[src/rtl/adder_tree_arbiter_pkg.sv]
// Shared helpers for adder_tree_arbiter: width derivation and round-robin pick.
package adder_tree_arbiter_pkg;

  localparam int MAX_REQ = 16;

  typedef struct packed {
    logic       found;
    logic [3:0] idx;
  } pick_t;

  function automatic int calc_layers(input int n);
    return $clog2(n);
  endfunction

  function automatic int calc_out_w(input int dw, input int n);
    return dw + $clog2(n);
  endfunction

  function automatic int calc_id_w(input int n);
    return (n <= 2) ? 1 : $clog2(n);
  endfunction

  // Node count of tree level l when n leaves are halved per level.
  function automatic int layer_cnt(input int n, input int l);
    return (n + (1 << l) - 1) >> l;
  endfunction

  // Walks from the farthest offset down to ptr so the closest requester wins.
  function automatic pick_t rr_pick(input logic [MAX_REQ-1:0] req,
                                    input logic [3:0] ptr, input int n);
    pick_t p;
    int    k_idx;
    p = '0;
    for (int k = MAX_REQ - 1; k >= 0; k--) begin
      if (k < n) begin
        k_idx = (int'(ptr) + k) % n;
        if (req[k_idx]) begin
          p.found = 1'b1;
          p.idx   = 4'(k_idx);
        end
      end
    end
    return p;
  endfunction

  function automatic logic [3:0] ptr_next(input logic [3:0] idx, input int n);
    return (int'(idx) == n - 1) ? 4'd0 : idx + 4'd1;
  endfunction

endpackage

[src/rtl/adder_tree_arbiter_adder_tree.sv]
// Pipelined signed adder tree, one register per level, full-precision output.
module adder_tree
  import adder_tree_arbiter_pkg::*;
#(
  parameter  int DATA_WIDTH = 16,
  parameter  int NUM_INPUTS = 27,
  localparam int LAYERS     = calc_layers(NUM_INPUTS),
  localparam int OUT_W      = calc_out_w(DATA_WIDTH, NUM_INPUTS)
) (
  input  logic                             clk,
  input  logic [NUM_INPUTS*DATA_WIDTH-1:0] i_data,
  output logic [OUT_W-1:0]                 o_sum
);

  genvar l, i;
  for (l = 0; l <= LAYERS; l++) begin : g_lvl
    localparam int CNT = layer_cnt(NUM_INPUTS, l);
    logic [CNT-1:0][OUT_W-1:0] s;
    if (l == 0) begin : g_leaf
      for (i = 0; i < CNT; i++) begin : g_n
        assign s[i] = OUT_W'($signed(i_data[i*DATA_WIDTH +: DATA_WIDTH]));
      end
    end else begin : g_add
      localparam int PCNT = layer_cnt(NUM_INPUTS, l - 1);
      for (i = 0; i < CNT; i++) begin : g_n
        logic signed [OUT_W-1:0] r_sum;
        if (2*i + 1 < PCNT) begin : g_pair
          always_ff @(posedge clk)
            r_sum <= $signed(g_lvl[l-1].s[2*i]) + $signed(g_lvl[l-1].s[2*i+1]);
        end else begin : g_pass
          // Odd node out: carried forward so every path has equal depth.
          always_ff @(posedge clk)
            r_sum <= $signed(g_lvl[l-1].s[2*i]);
        end
        assign s[i] = r_sum;
      end
    end
  end

  assign o_sum = g_lvl[LAYERS].s[0];

endmodule

[src/rtl/adder_tree_arbiter.sv]
// Round-robin arbiter feeding one shared pipelined adder tree.
// Optional per-requester grant counters: define ADDER_TREE_ARBITER_STATS_EN.
module adder_tree_arbiter
  import adder_tree_arbiter_pkg::*;
#(
  parameter  int DATA_WIDTH = 16,
  parameter  int NUM_INPUTS = 27,
  parameter  int NUM_REQ    = 4,
  localparam int LAYERS     = calc_layers(NUM_INPUTS),
  localparam int OUT_W      = calc_out_w(DATA_WIDTH, NUM_INPUTS),
  localparam int ID_W       = calc_id_w(NUM_REQ)
) (
  input  logic                                     clk,
  input  logic                                     rst_n,
  input  logic [NUM_REQ-1:0]                       i_req,
  input  logic [NUM_REQ*NUM_INPUTS*DATA_WIDTH-1:0] i_data,
  output logic [NUM_REQ-1:0]                       o_grant,
  output logic [OUT_W-1:0]                         o_data,
  output logic                                     o_valid,
  output logic [ID_W-1:0]                          o_id,
  output logic                                     o_busy
`ifdef ADDER_TREE_ARBITER_STATS_EN
  ,
  output logic [NUM_REQ*16-1:0]                    o_grant_cnt
`endif
);

  localparam int VEC_W = NUM_INPUTS * DATA_WIDTH;

  logic [3:0]                r_ptr;
  pick_t                     w_pick;
  logic                      w_found;
  logic [VEC_W-1:0]          r_in_data;
  logic [LAYERS:0]           r_vld_pipe;
  logic [LAYERS:0][ID_W-1:0] r_id_pipe;
  logic [OUT_W-1:0]          w_sum;

  always_comb begin
    w_pick  = rr_pick(MAX_REQ'(i_req), r_ptr, NUM_REQ);
    // Gated by rst_n so nothing is granted while reset is held.
    w_found = w_pick.found & rst_n;
    o_grant = w_found ? (NUM_REQ'(1) << w_pick.idx) : '0;
  end

  always_ff @(posedge clk or negedge rst_n) begin
    if (!rst_n) begin
      r_ptr      <= '0;
      r_vld_pipe <= '0;
    end else begin
      if (w_found) r_ptr <= ptr_next(w_pick.idx, NUM_REQ);
      r_vld_pipe <= {r_vld_pipe[LAYERS-1:0], w_found};
    end
  end

  always_ff @(posedge clk) begin
    if (w_found) r_in_data <= i_data[w_pick.idx*VEC_W +: VEC_W];
    r_id_pipe <= {r_id_pipe[LAYERS-1:0], ID_W'(w_pick.idx)};
  end

  adder_tree #(
    .DATA_WIDTH (DATA_WIDTH),
    .NUM_INPUTS (NUM_INPUTS)
  ) u_tree (
    .clk    (clk),
    .i_data (r_in_data),
    .o_sum  (w_sum)
  );

  assign o_data  = w_sum;
  assign o_valid = r_vld_pipe[LAYERS];
  assign o_id    = r_id_pipe[LAYERS];
  assign o_busy  = |r_vld_pipe;

`ifdef ADDER_TREE_ARBITER_STATS_EN
  logic [NUM_REQ-1:0][15:0] r_cnt;

  always_ff @(posedge clk or negedge rst_n) begin
    if (!rst_n) begin
      r_cnt <= '0;
    end else begin
      for (int r = 0; r < NUM_REQ; r++)
        if (o_grant[r] && r_cnt[r] != 16'hFFFF) r_cnt[r] <= r_cnt[r] + 16'd1;
    end
  end

  assign o_grant_cnt = r_cnt;
`endif

endmodule

[config.mk]
export PLATFORM = sky130hd
export DESIGN_NAME = adder_tree_arbiter
export DESIGN_NICKNAME = d
export VERILOG_FILES = /design/src/rtl/adder_tree_arbiter_pkg.sv /design/src/rtl/adder_tree_arbiter_adder_tree.sv /design/src/rtl/adder_tree_arbiter.sv
export SDC_FILE = /design/constraint.sdc
export NUM_CORES = 2
export LEC_CHECK = 0
export BUFFER_PORTS_ARGS = -buffer_cell sky130_fd_sc_hd__buf_2
export CAP_MARGIN = 5
export CORE_AREA = 8 8 687 689
export DETAILED_ROUTE_END_ITERATION = 8
export DIE_AREA = 0 0 695 697
export SYNTH_ARGS = -nofsm -noshare
export SYNTH_HDL_FRONTEND = slang
export SYNTH_SLANG_ARGS = --single-unit
[constraint.sdc]
create_clock -name clk -period 23.4 [get_ports clk]
set_clock_uncertainty 0.1 [all_clocks]
set_input_delay 3.51 -clock clk [delete_from_list [all_inputs] [get_ports clk]]
set_output_delay 3.51 -clock clk [all_outputs]
set_load 0.1 [all_outputs]
==> key figures <==
Clocking
  – Clk Latency, worst-skew pair: 0.87 ns
  – Num Clock Sinks: 983
  – CTS Hold Bufs: 0
  – CTS HTree Levels: 4
  – Worst-case clock buffer depth: 4
  – CTS Buf Count: between 100 and 150
  – Post-CTS sizing: 0
  – Reg clk slew, reported paths: about 0.05 ns
  – TritonCTS clock tree: built
  – Root Buffer: clkbuf_16
  – Setup Fix Bufs, Post-CTS: 0

Yosys
  – Yosys Warn Count: 0
  – Sequential area share after synthesis: a little over two fifths
  – Most frequent cells after synthesis: nand2_1 (1821), dfxtp_1 (543), a31oi_1 (484)
  – Most common cell in the synthesized netlist: nand2_1
  – Biggest area consumer among synthesized cells: edfxtp_1
  – Post-synth ARST share: less than 1%
  – Synthesized area per cell: 8.88 um2
  – Number of flops mapped to enable cells by yosys: roughly 430
  – Main synth FF type: dfxtp_1
  – Yosys reg bits: between 900 and 1000
  – Yosys top cell area share: between 20 and 25%
  – Main area contributors after synthesis: edfxtp_1 (23%), dfxtp_1 (19%), nand2_1 (12%)
  – Syn nets: 8597
  – Cell Area, Synth: ~57000 um2
  – Mapped Cells: 6386
  – Synth unique cells: between 60 and 70

Run status
  – Outcome: finished, final reports clean

Floorplanning
  – Initial Utilization: 12.3%
  – Row Count: 250
  – Die Span Y: 697 um
  – Core area: approximately 460000 um2
  – Die W: 695 um
  – I/O Pins: 1763
  – DIE AREA: 484000 um2

Min path
  – WHS Endpoint: r_id_pipe[3]
  – HP Start: r_id_pipe[1]
  – Hold crit path type: flop to flop
  – Hold-critical path depth: 0

GRT
  – Gr usage total: 16.5%
  – First-pass GRT wire length: about 540 mm
  – Largest net degree at the start of global routing: between 150 and 200
  – Gr ovfl total: 0
  – Initial antenna violation count: approximately 430
  – Vias in the first global route: 55789

Final layout
  – Post-layout util: between 10% and 20%
  – Filler cells: 52300
  – Area grow syn2layout: 36.9%
  – Sequential Area: 24000 um2
  – Fraction of layout cells with a size suffix above 1: around 26%
  – # nets final: 10254
  – Multi-input gate area in the final layout: 31100 um2

Setup path
  – R2R cell count: 13
  – Setup CP Type: input pin to output port
  – R2R Path Start: r_ptr[1]
  – Crit Path Max Fanout: 69
  – Worst path slowest cell: buf_4
  – Reg2reg end: r_in_data[202]
  – WP data required: 19.79 ns
  – R2R setup slack: ~17 ns
  – Crit. Startpoint: i_req[0]
  – Arr. time, crit path: slightly below 6 ns
  – Critical-path cell list: buf_2 > a21oi_1 > o21a_1 > o22ai_4 > buf_4 > ha_1 > and2_1 > buf_2
  – CP endpoint kind: output port
  – CP peak stage delay: 0.58 ns
  – Worst path most repeated cell: buf_2
  – CP Launch Type: input pin

Routing
  – Total number of vias: 57844
  – Vias per Instance: 3.98
  – Initial DRC Count: 4904
  – Post-route ant nets: 0
  – Total wire length: 420 mm
  – DRT Pass-1 Iters: 6
  – Routed length per instance: approximately 29 um
  – # DRC: 0

Place
  – DP HPWL: between 300 and 400 mm
  – PortBufs: 1762
  – GP Congestion: 1.00

Timing
  – Slew @ Worst Pin: 1.08 ns
  – Setup tns final: 0 ns
  – Final setup violation count: 0
  – Fmax: between 100 and 150 MHz
  – Normalized max-slew margin: ~28%
  – Hold slack: 0.225 ns
  – Max-slew violation count: 0
  – RSZ-0062 raised after global routing: false
  – Final period util: 40.9%
  – Final Hold Viols: 0
  – Min Tclk post-route: around 9.6 ns

Power and ir drop
  – Seq pwr share: 26.8%
  – Switching pwr: 5.56 mW
  – Max VDD drop: 0.0644 mV
  – Int Power: 6.47 mW
  – Leak: 34.5 nW
  – Clk pwr share: 18.6%
  – PwrDens: roughly 150 nW/um2
  – Gate power share: a little over half
  – Sw frac: 46.2%

Run
  – Max-cap viol count: 0
layout make-up:
type | count | share of cell area, %
multi-input cells | 5034 | 40.1
flip-flops and latches | 983 | 30.9
repair buffers | 1807 | 11.9
well taps | 6174 | 9.94
clock buffers | 170 | 4.93
clock inverters | 80 | 1.18
diodes | 199 | 0.641
inverters | 79 | 0.401
sequential cells by signal, indices dropped and copies added (netlist names):
name and flops:
r_vld_pipe 6, r_ptr 2, r_in_data 432, u_tree.o_sum 21, o_id 2, u_tree.g_lvl.g_add.g_n.r_sum 510
r_id_pipe 10
routing by layer:
| metal | part of all wire (%) | vias to the layer above | GRT usage (%) |
|---|---|---|---|
| li1 | - | 26413 | - |
| met1 | 38 | 27388 | 18.2 |
| met2 | 46 | 2682 | 27.7 |
| met3 | 11 | 1093 | 7.36 |
| met4 | 4.7 | 268 | 6.14 |
| met5 | 0.42 | - | 0 |
critical path, delay by kind of cell:
family,cells,cell delay [ns]
adder cells (fa/ha/maj),1,0.26
AO/OA/AOI/OAI,3,0.76
buffers and inverters,3,1.14
AND/OR/NAND/NOR,1,0.17
cell usage in the layout (no fill, tap or decap), types with 199 or more instances in the layout:
| cell | n |
|---|---|
| a21oi_1 | 290 |
| diode_2 | 199 |
| buf_2 | 1761 |
| edfxtp_1 | 432 |
| ha_1 | 451 |
| nand2_1 | 1821 |
| and3_1 | 468 |
| xnor2_1 | 222 |
| a31oi_1 | 484 |
| dfxtp_1 | 543 |
| a21o_1 | 223 |
worst max path at each step:
stage | endpoint | slack (ns) | cells after the start
finish | o_grant[1] | 13.82 | 8
global route | o_grant[1] | 13.63 | 8
CTS | o_grant[1] | 13.74 | 8
detailed placement | o_grant[1] | 13.74 | 8
global placement | o_grant[1] | 13.71 | 8
floorplan | o_grant[0] | 3.86 | 2
per-stage QoR:
stage          total power [mW]  setup WS (ns)  cell area [um2]  cells
6_report                   12.0          13.82            77700  14526
3_3_place_gp               9.87          13.71            72500  14077
4_1_cts                    12.3          13.74            77200  14327
3_5_place_dp               9.90          13.74            72500  14077
5_1_grt                    12.9          13.63            77500  14452
2_1_floorplan              7.36           3.86            56700   6386
power by group through the flow:
stage | registers, mW | clock network, mW | logic [mW]
final | 3.23 | 2.23 | 6.57
after global routing | 3.29 | 2.38 | 7.27
after CTS | 3.27 | 2.33 | 6.67
after detailed placement | 3.29 | 0 | 6.61
after global placement | 3.30 | 0 | 6.57
after floorplan | 3.03 | 0 | 4.33
logic make-up (layout without fill, tap and decap cells):
| family | count (synthesis) | count (layout) | share of synthesized area, % |
|---|---|---|---|
| other | 0 | 199 | 0 |
| AO/OA/AOI/OAI | 1529 | 1529 | 17.9 |
| XOR/XNOR | 355 | 355 | 5.48 |
| AND/OR/NAND/NOR | 2663 | 2663 | 20.4 |
| buffers and inverters | 369 | 2136 | 2.79 |
| multiplexers | 10 | 10 | 0.179 |
| flip-flops | 983 | 983 | 42.4 |
| adder cells (fa/ha/maj) | 477 | 477 | 10.9 |
Power figures use the tool's default switching activity.
